--- src/rtl/rv32_pkg.sv ---
// Shared RV32I/M/A decode types: opcodes, micro-op fields and the packed
// micro-op handed from decode to execute.
package rv32_pkg;

    localparam logic [6:0] OPC_LOAD     = 7'b0000011;
    localparam logic [6:0] OPC_MISC_MEM = 7'b0001111;
    localparam logic [6:0] OPC_OP_IMM   = 7'b0010011;
    localparam logic [6:0] OPC_AUIPC    = 7'b0010111;
    localparam logic [6:0] OPC_STORE    = 7'b0100011;
    localparam logic [6:0] OPC_AMO      = 7'b0101111;
    localparam logic [6:0] OPC_OP       = 7'b0110011;
    localparam logic [6:0] OPC_LUI      = 7'b0110111;
    localparam logic [6:0] OPC_BRANCH   = 7'b1100011;
    localparam logic [6:0] OPC_JALR     = 7'b1100111;
    localparam logic [6:0] OPC_JAL      = 7'b1101111;
    localparam logic [6:0] OPC_SYSTEM   = 7'b1110011;

    localparam logic [4:0] AMO_LR       = 5'b00010;

    typedef enum logic [2:0] {
        FU_NONE = 3'd0,
        FU_ALU  = 3'd1,
        FU_MUL  = 3'd2,
        FU_DIV  = 3'd3,
        FU_LSU  = 3'd4,
        FU_BRU  = 3'd5,
        FU_CSR  = 3'd6
    } fu_sel_e;

    // Encoded as {instr[30], funct3} so R-type ALU ops map directly.
    typedef enum logic [3:0] {
        ALU_ADD  = 4'b0000,
        ALU_SLL  = 4'b0001,
        ALU_SLT  = 4'b0010,
        ALU_SLTU = 4'b0011,
        ALU_XOR  = 4'b0100,
        ALU_SRL  = 4'b0101,
        ALU_OR   = 4'b0110,
        ALU_AND  = 4'b0111,
        ALU_SUB  = 4'b1000,
        ALU_SRA  = 4'b1101
    } alu_op_e;

    typedef enum logic [1:0] {
        OPA_RS1  = 2'd0,
        OPA_PC   = 2'd1,
        OPA_ZERO = 2'd2
    } op_a_sel_e;

    typedef enum logic {
        OPB_RS2 = 1'b0,
        OPB_IMM = 1'b1
    } op_b_sel_e;

    typedef enum logic [2:0] {
        IMM_NONE = 3'd0,
        IMM_I    = 3'd1,
        IMM_S    = 3'd2,
        IMM_B    = 3'd3,
        IMM_U    = 3'd4,
        IMM_J    = 3'd5
    } imm_type_e;

    typedef struct packed {
        fu_sel_e     fu_sel;
        alu_op_e     alu_op;
        op_a_sel_e   op_a_sel;
        op_b_sel_e   op_b_sel;
        logic [4:0]  rd;
        logic [4:0]  rs1;
        logic [4:0]  rs2;
        logic        rd_we;
        logic        mem_re;
        logic        mem_we;
        logic [1:0]  mem_size;
        logic        mem_unsigned;
        logic        branch;
        logic        jump;
        logic [2:0]  funct3;
    } decoded_uop_t;

    localparam int UOP_W = $bits(decoded_uop_t);

endpackage

--- src/rtl/decode_comb.sv ---
// Purely combinational RV32I/M/A decoder: instruction word to micro-op,
// sign-extended immediate, illegal flag and source-register usage.
module decode_comb
    import rv32_pkg::*;
#(
    parameter int DATA_W = 32,
    parameter bit HAS_M  = 1'b1,
    parameter bit HAS_A  = 1'b1
) (
    input  logic [31:0]       instr_i,
    output logic [UOP_W-1:0]  uop_o,
    output logic [DATA_W-1:0] imm_o,
    output logic              illegal_o,
    output logic              uses_rs1_o,
    output logic              uses_rs2_o
);

    logic [6:0]         opcode;
    logic [2:0]         funct3;
    logic [6:0]         funct7;
    logic [4:0]         funct5;
    decoded_uop_t       base_uop;
    decoded_uop_t       uop;
    imm_type_e          imm_type;
    logic               illegal;
    logic               writes_rd;
    logic               uses_rs1;
    logic               uses_rs2;
    logic signed [31:0] imm_raw;

    assign opcode = instr_i[6:0];
    assign funct3 = instr_i[14:12];
    assign funct7 = instr_i[31:25];
    assign funct5 = instr_i[31:27];

    function automatic logic signed [31:0] imm_gen(input logic [31:0] w, input imm_type_e t);
        case (t)
            IMM_I:   imm_gen = {{20{w[31]}}, w[31:20]};
            IMM_S:   imm_gen = {{20{w[31]}}, w[31:25], w[11:7]};
            IMM_B:   imm_gen = {{19{w[31]}}, w[31], w[7], w[30:25], w[11:8], 1'b0};
            IMM_U:   imm_gen = {w[31:12], 12'h000};
            IMM_J:   imm_gen = {{11{w[31]}}, w[31], w[19:12], w[20], w[30:21], 1'b0};
            default: imm_gen = '0;
        endcase
    endfunction

    always_comb begin
        base_uop        = '0;
        base_uop.rd     = instr_i[11:7];
        base_uop.rs1    = instr_i[19:15];
        base_uop.rs2    = instr_i[24:20];
        base_uop.funct3 = funct3;

        uop       = base_uop;
        imm_type  = IMM_NONE;
        illegal   = 1'b0;
        writes_rd = 1'b0;
        uses_rs1  = 1'b0;
        uses_rs2  = 1'b0;

        case (opcode)
            OPC_LUI: begin
                uop.fu_sel   = FU_ALU;
                uop.op_a_sel = OPA_ZERO;
                uop.op_b_sel = OPB_IMM;
                imm_type     = IMM_U;
                writes_rd    = 1'b1;
            end
            OPC_AUIPC: begin
                uop.fu_sel   = FU_ALU;
                uop.op_a_sel = OPA_PC;
                uop.op_b_sel = OPB_IMM;
                imm_type     = IMM_U;
                writes_rd    = 1'b1;
            end
            OPC_JAL: begin
                uop.fu_sel   = FU_BRU;
                uop.op_a_sel = OPA_PC;
                uop.op_b_sel = OPB_IMM;
                uop.jump     = 1'b1;
                imm_type     = IMM_J;
                writes_rd    = 1'b1;
            end
            OPC_JALR: begin
                uop.fu_sel   = FU_BRU;
                uop.op_b_sel = OPB_IMM;
                uop.jump     = 1'b1;
                imm_type     = IMM_I;
                writes_rd    = 1'b1;
                uses_rs1     = 1'b1;
                illegal      = (funct3 != 3'd0);
            end
            OPC_BRANCH: begin
                uop.fu_sel = FU_BRU;
                uop.branch = 1'b1;
                imm_type   = IMM_B;
                uses_rs1   = 1'b1;
                uses_rs2   = 1'b1;
                // Equality compares subtract; ordered compares use SLT/SLTU.
                case (funct3[2:1])
                    2'b00:   uop.alu_op = ALU_SUB;
                    2'b10:   uop.alu_op = ALU_SLT;
                    2'b11:   uop.alu_op = ALU_SLTU;
                    default: illegal    = 1'b1;
                endcase
            end
            OPC_LOAD: begin
                uop.fu_sel       = FU_LSU;
                uop.op_b_sel     = OPB_IMM;
                uop.mem_re       = 1'b1;
                uop.mem_size     = funct3[1:0];
                uop.mem_unsigned = funct3[2];
                imm_type         = IMM_I;
                writes_rd        = 1'b1;
                uses_rs1         = 1'b1;
                illegal          = (funct3 == 3'd3) || (funct3 >= 3'd6);
            end
            OPC_STORE: begin
                uop.fu_sel   = FU_LSU;
                uop.op_b_sel = OPB_IMM;
                uop.mem_we   = 1'b1;
                uop.mem_size = funct3[1:0];
                imm_type     = IMM_S;
                uses_rs1     = 1'b1;
                uses_rs2     = 1'b1;
                illegal      = (funct3 > 3'd2);
            end
            OPC_OP_IMM: begin
                uop.fu_sel   = FU_ALU;
                uop.op_b_sel = OPB_IMM;
                uop.alu_op   = alu_op_e'({instr_i[30] & (funct3 == 3'd5), funct3});
                imm_type     = IMM_I;
                writes_rd    = 1'b1;
                uses_rs1     = 1'b1;
                if (funct3 == 3'd1)
                    illegal = (funct7 != 7'h00);
                else if (funct3 == 3'd5)
                    illegal = (funct7 != 7'h00) && (funct7 != 7'h20);
            end
            OPC_OP: begin
                writes_rd = 1'b1;
                uses_rs1  = 1'b1;
                uses_rs2  = 1'b1;
                if (funct7 == 7'h00) begin
                    uop.fu_sel = FU_ALU;
                    uop.alu_op = alu_op_e'({1'b0, funct3});
                end else if (funct7 == 7'h20) begin
                    uop.fu_sel = FU_ALU;
                    uop.alu_op = alu_op_e'({1'b1, funct3});
                    illegal    = (funct3 != 3'd0) && (funct3 != 3'd5);
                end else if ((funct7 == 7'h01) && HAS_M) begin
                    uop.fu_sel = funct3[2] ? FU_DIV : FU_MUL;
                end else begin
                    illegal = 1'b1;
                end
            end
            OPC_AMO: begin
                // Every AMO reads memory, so it is treated as a load for hazards.
                uop.fu_sel   = FU_LSU;
                uop.op_b_sel = OPB_IMM;
                uop.mem_re   = 1'b1;
                uop.mem_we   = (funct5 != AMO_LR);
                uop.mem_size = 2'd2;
                writes_rd    = 1'b1;
                uses_rs1     = 1'b1;
                uses_rs2     = (funct5 != AMO_LR);
                illegal      = !HAS_A || (funct3 != 3'd2);
            end
            OPC_MISC_MEM: begin
                uop.fu_sel = FU_NONE;
            end
            OPC_SYSTEM: begin
                uop.fu_sel   = FU_CSR;
                uop.op_b_sel = OPB_IMM;
                imm_type     = IMM_I;
                writes_rd    = (funct3 != 3'd0);
                uses_rs1     = !funct3[2] && (funct3[1:0] != 2'b00);
            end
            default: illegal = 1'b1;
        endcase

        if (instr_i[1:0] != 2'b11)
            illegal = 1'b1;

        uop.rd_we = writes_rd && (instr_i[11:7] != 5'd0);

        // Illegal words travel as inert micro-ops carrying only register fields.
        if (illegal) begin
            uop      = base_uop;
            imm_type = IMM_NONE;
            uses_rs1 = 1'b0;
            uses_rs2 = 1'b0;
        end
    end

    assign imm_raw    = imm_gen(instr_i, imm_type);
    assign imm_o      = DATA_W'(imm_raw);
    assign uop_o      = uop;
    assign illegal_o  = illegal;
    assign uses_rs1_o = uses_rs1;
    assign uses_rs2_o = uses_rs2;

endmodule

--- src/rtl/decode_stage.sv ---
// RV32I/M/A decode stage: decodes, reads operands, detects load-use hazards
// and drives the registered ID/EX boundary with valid/ready handshakes.
module decode_stage
    import rv32_pkg::*;
#(
    parameter int DATA_W = 32,
    parameter bit HAS_M  = 1'b1,
    parameter bit HAS_A  = 1'b1
) (
    input  logic              clk_i,
    input  logic              rst_ni,
    input  logic              flush_i,
    input  logic              if_valid_i,
    output logic              if_ready_o,
    input  logic [31:0]       instr_i,
    input  logic [DATA_W-1:0] pc_i,
    output logic [4:0]        rf_raddr_a_o,
    output logic [4:0]        rf_raddr_b_o,
    input  logic [DATA_W-1:0] rf_a_i,
    input  logic [DATA_W-1:0] rf_b_i,
    output logic              ex_valid_o,
    input  logic              ex_ready_i,
    output logic [UOP_W-1:0]  uop_o,
    output logic [DATA_W-1:0] rs1_val_o,
    output logic [DATA_W-1:0] rs2_val_o,
    output logic [DATA_W-1:0] imm_o,
    output logic [DATA_W-1:0] pc_o,
    output logic              illegal_o,
    output logic              load_use_stall_o
);

    decoded_uop_t      dec_uop;
    logic [DATA_W-1:0] dec_imm;
    logic              dec_illegal;
    logic              dec_uses_rs1;
    logic              dec_uses_rs2;
    logic              hazard;
    logic              accept;

    logic              vld_p1;
    decoded_uop_t      uop_p1;
    logic [DATA_W-1:0] rs1_val_p1;
    logic [DATA_W-1:0] rs2_val_p1;
    logic [DATA_W-1:0] imm_p1;
    logic [DATA_W-1:0] pc_p1;
    logic              illegal_p1;

    decode_comb #(
        .DATA_W (DATA_W),
        .HAS_M  (HAS_M),
        .HAS_A  (HAS_A)
    ) u_decode_comb (
        .instr_i    (instr_i),
        .uop_o      (dec_uop),
        .imm_o      (dec_imm),
        .illegal_o  (dec_illegal),
        .uses_rs1_o (dec_uses_rs1),
        .uses_rs2_o (dec_uses_rs2)
    );

    assign rf_raddr_a_o = instr_i[19:15];
    assign rf_raddr_b_o = instr_i[24:20];

    always_comb begin
        hazard = vld_p1 && uop_p1.mem_re && (uop_p1.rd != 5'd0) && if_valid_i &&
                 ((dec_uses_rs1 && (dec_uop.rs1 == uop_p1.rd)) ||
                  (dec_uses_rs2 && (dec_uop.rs2 == uop_p1.rd)));
    end

    assign if_ready_o       = (!vld_p1 || ex_ready_i) && !hazard;
    assign load_use_stall_o = hazard;
    assign accept           = if_valid_i && if_ready_o && !flush_i;

    // ---- ID -> EX boundary (p1) ----
    always_ff @(posedge clk_i or negedge rst_ni) begin
        if (!rst_ni) begin
            vld_p1 <= 1'b0;
        end else if (flush_i) begin
            vld_p1 <= 1'b0;
        end else if (accept) begin
            vld_p1 <= 1'b1;
        end else if (ex_ready_i) begin
            vld_p1 <= 1'b0;
        end
    end

    always_ff @(posedge clk_i or negedge rst_ni) begin
        if (!rst_ni) begin
            uop_p1     <= '0;
            rs1_val_p1 <= '0;
            rs2_val_p1 <= '0;
            imm_p1     <= '0;
            pc_p1      <= '0;
            illegal_p1 <= 1'b0;
        end else if (accept) begin
            uop_p1     <= dec_uop;
            rs1_val_p1 <= (dec_uop.rs1 == 5'd0) ? '0 : rf_a_i;
            rs2_val_p1 <= (dec_uop.rs2 == 5'd0) ? '0 : rf_b_i;
            imm_p1     <= dec_imm;
            pc_p1      <= pc_i;
            illegal_p1 <= dec_illegal;
        end
    end

    assign ex_valid_o = vld_p1;
    assign uop_o      = uop_p1;
    assign rs1_val_o  = rs1_val_p1;
    assign rs2_val_o  = rs2_val_p1;
    assign imm_o      = imm_p1;
    assign pc_o       = pc_p1;
    assign illegal_o  = illegal_p1;

endmodule

--- config.mk ---
export PLATFORM = sky130hd
export DESIGN_NAME = decode_stage
export DESIGN_NICKNAME = d
export VERILOG_FILES = /design/src/rtl/rv32_pkg.sv /design/src/rtl/decode_comb.sv /design/src/rtl/decode_stage.sv
export SDC_FILE = /design/constraint.sdc
export NUM_CORES = 1
export LEC_CHECK = 0
export BUFFER_PORTS_ARGS = -buffer_cell sky130_fd_sc_hd__buf_2
export CAP_MARGIN = 10
export CORE_ASPECT_RATIO = 1.5
export CORE_MARGIN = 1.5
export CORE_UTILIZATION = 45
export DETAILED_ROUTE_END_ITERATION = 12
export HOLD_SLACK_MARGIN = 0.03
export PLACE_DENSITY = 0.77
export SLEW_MARGIN = 20
export SYNTH_ARGS = -nofsm -noshare
export SYNTH_HDL_FRONTEND = slang
export SYNTH_SLANG_ARGS = --single-unit
--- constraint.sdc ---
create_clock -name clk_i -period 3.5 [get_ports clk_i]
set_clock_uncertainty 0.05 [all_clocks]
set_input_delay 0 -clock clk_i [delete_from_list [all_inputs] [get_ports clk_i]]
set_output_delay 0 -clock clk_i [all_outputs]
set_load 0.02 [all_outputs]
==> impl_results.md <==
* Setup TNS at 0 ns
* Main combinational cell family by area after synthesis: multiplexers
* Post-detail-place hpwl at 16.91 mm
* Vias in the first global route at ~7600
* Final period utilization at 0.9309
* Filler Cells Inserted at 1352
* Slew @ Worst Pin at 0.8063 ns
* IO buf count at 310
* Synth Warn # at 0
* Worst-path cell chain: dlygate4sd3_1, buf_2, or3_4, or3_1, a31oi_1, nand4_1, a211oi_2, or4b_4, buf_12, o21ai_0, dlygate4sd3_1
* Critical-path top delay cell: dlygate4sd3_1
* Most common library cells after synthesis: 166 x dfrtp_1, 85 x nand2_1, 84 x inv_1
* Top cell family by delay on the critical path: buffers and inverters
* Synth Flop Type: dfrtp_1
* Post-Synth Adder-Cell Area at 0
* VDD IR max at between 0.2 and 0.25 mV
* Synth area leader: dfrtp_1
* Via density per instance at 5.268
* Final Max Slew Viols at 0
* Mapped Area at 8258 µm²
* PD cells at 479.9 nW/µm²
* H-tree depth at 4
* Post-CTS Hold Fix Bufs at 122
* Peak per-stage delay on the critical path at 0.58 ns
* Crit path buffers/inverters at 4
* Hold Crit Class: input port to register
* Final Hold Viols at 0
* Most frequent cell after synthesis: dfrtp_1
* Ranking of synthesized cells by area: dfrtp_1 50%, mux2_4 13%, mux2i_1 8.4%
* # DRC at 0
* Leak pwr at 0.006520 µW
* # rows at 60
* WL final at 26.17 mm
* Initial DRC count at 622
* Pre-CTS WS at a little over 0.5 ns
* DIE AREA at 19190 µm²
* Final Wtd Congestion at 0.9967
* GRT Total Usage at 0.2732
* Mean Syn Cell Area at about 11 µm²
* GR Overflow Total at 0
* R2R Setup Slk at 0.51 ns
* Yosys top cell area share at 0.5030
* Post-CTS setup buffer count at 0
* Total number of vias at roughly 7200
* Worst skew pair latency at around 0.42 ns
* Multiplexer area fraction after synthesis at 0.2491
* Ant. Diodes at 0
* Yosys cell types at 54
* WL/cell at 19.10 µm
* Final Critical Period at around 3.3 ns
* Area Growth Syn to Fin at 41.76%
* Cells after Synth at 731
* Seq/Total Area, Yosys at 0.5030
* Crit path max fanout at 61
* Pin count of the biggest net entering global routing at 106
* Simple-Gate Fraction of Synth Area at 0.09924
* Xor and xnor area share after synthesis at 0.01061
* CP startpoint kind: input port
* Final setup viols at 0
* Run status: completed
* Detail Route Antenna Nets at 0
* Dpl cells at about 1200
* Post-synth ARST share at 1.000
* Most frequent cell on the critical path: dlygate4sd3_1
* Die height at 168.9 µm
* Nets at 1273
* First-pass DRT Iterations at 5
* Ports at 311
* Number of flops mapped to enable cells by yosys at 0
* FMAX at 306.9 MHz
* Initial antenna violation count at 0
* RSZ-0062 raised after global routing: false
* Syn_nets at 864
* Clk buf depth at 2
* CTS tree: done
* Layout cell share with drive strength beyond 1 at 0.3964
* Synth Area in Compound Gates at 0.05879
* Hold_ws at about 0.045 ns
* Reg clk slew, reported paths at 0.07 ns
* CTS-repair resized insts at 0
* Register Area at 4154 µm²
* Synthesized flop and latch total at 166
* Global-route wire length before repair at 40.34 mm
* Initial Util at 0.4603
* Cell Count, Final, Fillers Out at 1370
* Num CTS Buffers at 17
* Core ar. at 17940 µm²
* Multi-input logic area at 3456 µm²
* DP Area at 9879 µm²
* Critical Path Sink Type: register
* Worst setup margin at 0.2420 ns
* CP arrival at 3.51 ns
* Setup CP Type: input port to register
* Chip width at 113.6 µm
* CTS root buf: clkbuf_16
* Post-route cell area at 11710 µm²
* Clock Sinks at 166
* CP Data Required Time at 3.76 ns
* Max-slew headroom at 0.4625
* Max-cap violations at 0
## area by class of cell
class	instances	share of cell area
flip-flops and latches	166	0.3549
repair buffers	444	0.2483
clock inverters	9	0.009833
clock buffers	23	0.04168
well taps	217	0.02319
multi-input cells	427	0.2952
inverters	84	0.02693
## layout by cell type, fill, tap and decap left out, types with 3 or more instances in the layout
cell	count
nand2_1	84
nor4_1	5
nand4_1	6
mux2_2	28
dlygate4sd3_1	122
nand3_1	6
mux2i_1	69
inv_6	3
mux2_4	70
or3_1	5
nor2b_1	6
buf_2	309
buf_12	3
nor2_1	33
a21oi_1	19
nor3_1	11
o31ai_1	3
dfrtp_1	166
a22oi_1	3
xnor2_1	4
o22ai_1	13
o21ai_0	11
clkbuf_8	4
clkbuf_16	17
xor2_1	6
and3_1	3
buf_4	9
and2_1	3
nand2b_1	3
inv_1	84
## logic make-up (layout without fill, tap and decap cells)
logic type	Yosys count	in the layout
AND/OR/NAND/NOR	177	177
multiplexers	167	167
AO/OA/AOI/OAI	73	73
XOR/XNOR	10	10
flip-flops	166	166
buffers and inverters	138	560
## stage by stage
step	total power, µW	util
floorplan	3099	-
global placement	3566	0.5506
detailed placement	3594	0.5506
CTS	5619	0.6523
global route	5841	0.6524
finish	5617	0.6524
## state kept, by name, summed over array words and instances, names as in the netlist
| register | cells |
|---|---|
| uop_o | 36 |
| imm_o | 32 |
| pc_o | 32 |
| rs1_val_o | 32 |
| rs2_val_o | 32 |
| ex_valid_o | 1 |
| illegal_o | 1 |
## report_power, final
group          switching, µW  internal [µW]  leakage [µW]  total, µW
clock network            781           1140      0.000291       1920
logic                    807            588       0.00418       1390
registers                144           2160       0.00205       2310
total                   1730           3890       0.00652       5620
## routing by layer
layer  GRT usage  part of all wire  wire [µm]
met1      0.2922              0.36       9397
met2      0.4950              0.53      13950
met3     0.04798             0.052       1366
met4      0.1663             0.056       1453
met5           0                 0          0
## worst paths after layout
| check | startpoint | end | cells past startpoint |
|---|---|---|---|
| hold / removal | instr_i[31] | imm_o[31]$_DFFE_PN0P_ | 3 |
| setup reg to reg | uop_o[23]$_DFFE_PN0P_ | ex_valid_o$_DFFE_PN0P_ | 8 |
| min in group asynchronous | rst_ni | pc_o[10]$_DFFE_PN0P_ | 2 |
| max in group asynchronous | rst_ni | imm_o[11]$_DFFE_PN0P_ | 3 |
| setup / recovery | instr_i[27] | ex_valid_o$_DFFE_PN0P_ | 11 |
| hold reg to reg | pc_o[23]$_DFFE_PN0P_ | pc_o[23]$_DFFE_PN0P_ | 1 |
## worst register-to-register path, delay by kind of cell, from the launching register on
kind                   cells  cell delay (ns)
AO/OA/AOI/OAI              3             0.68
XOR/XNOR                   1             0.17
buffers and inverters      2             0.94
flip-flops                 1             0.45
AND/OR/NAND/NOR            2             0.59
No activity file was read; power rests on OpenSTA's default activity.
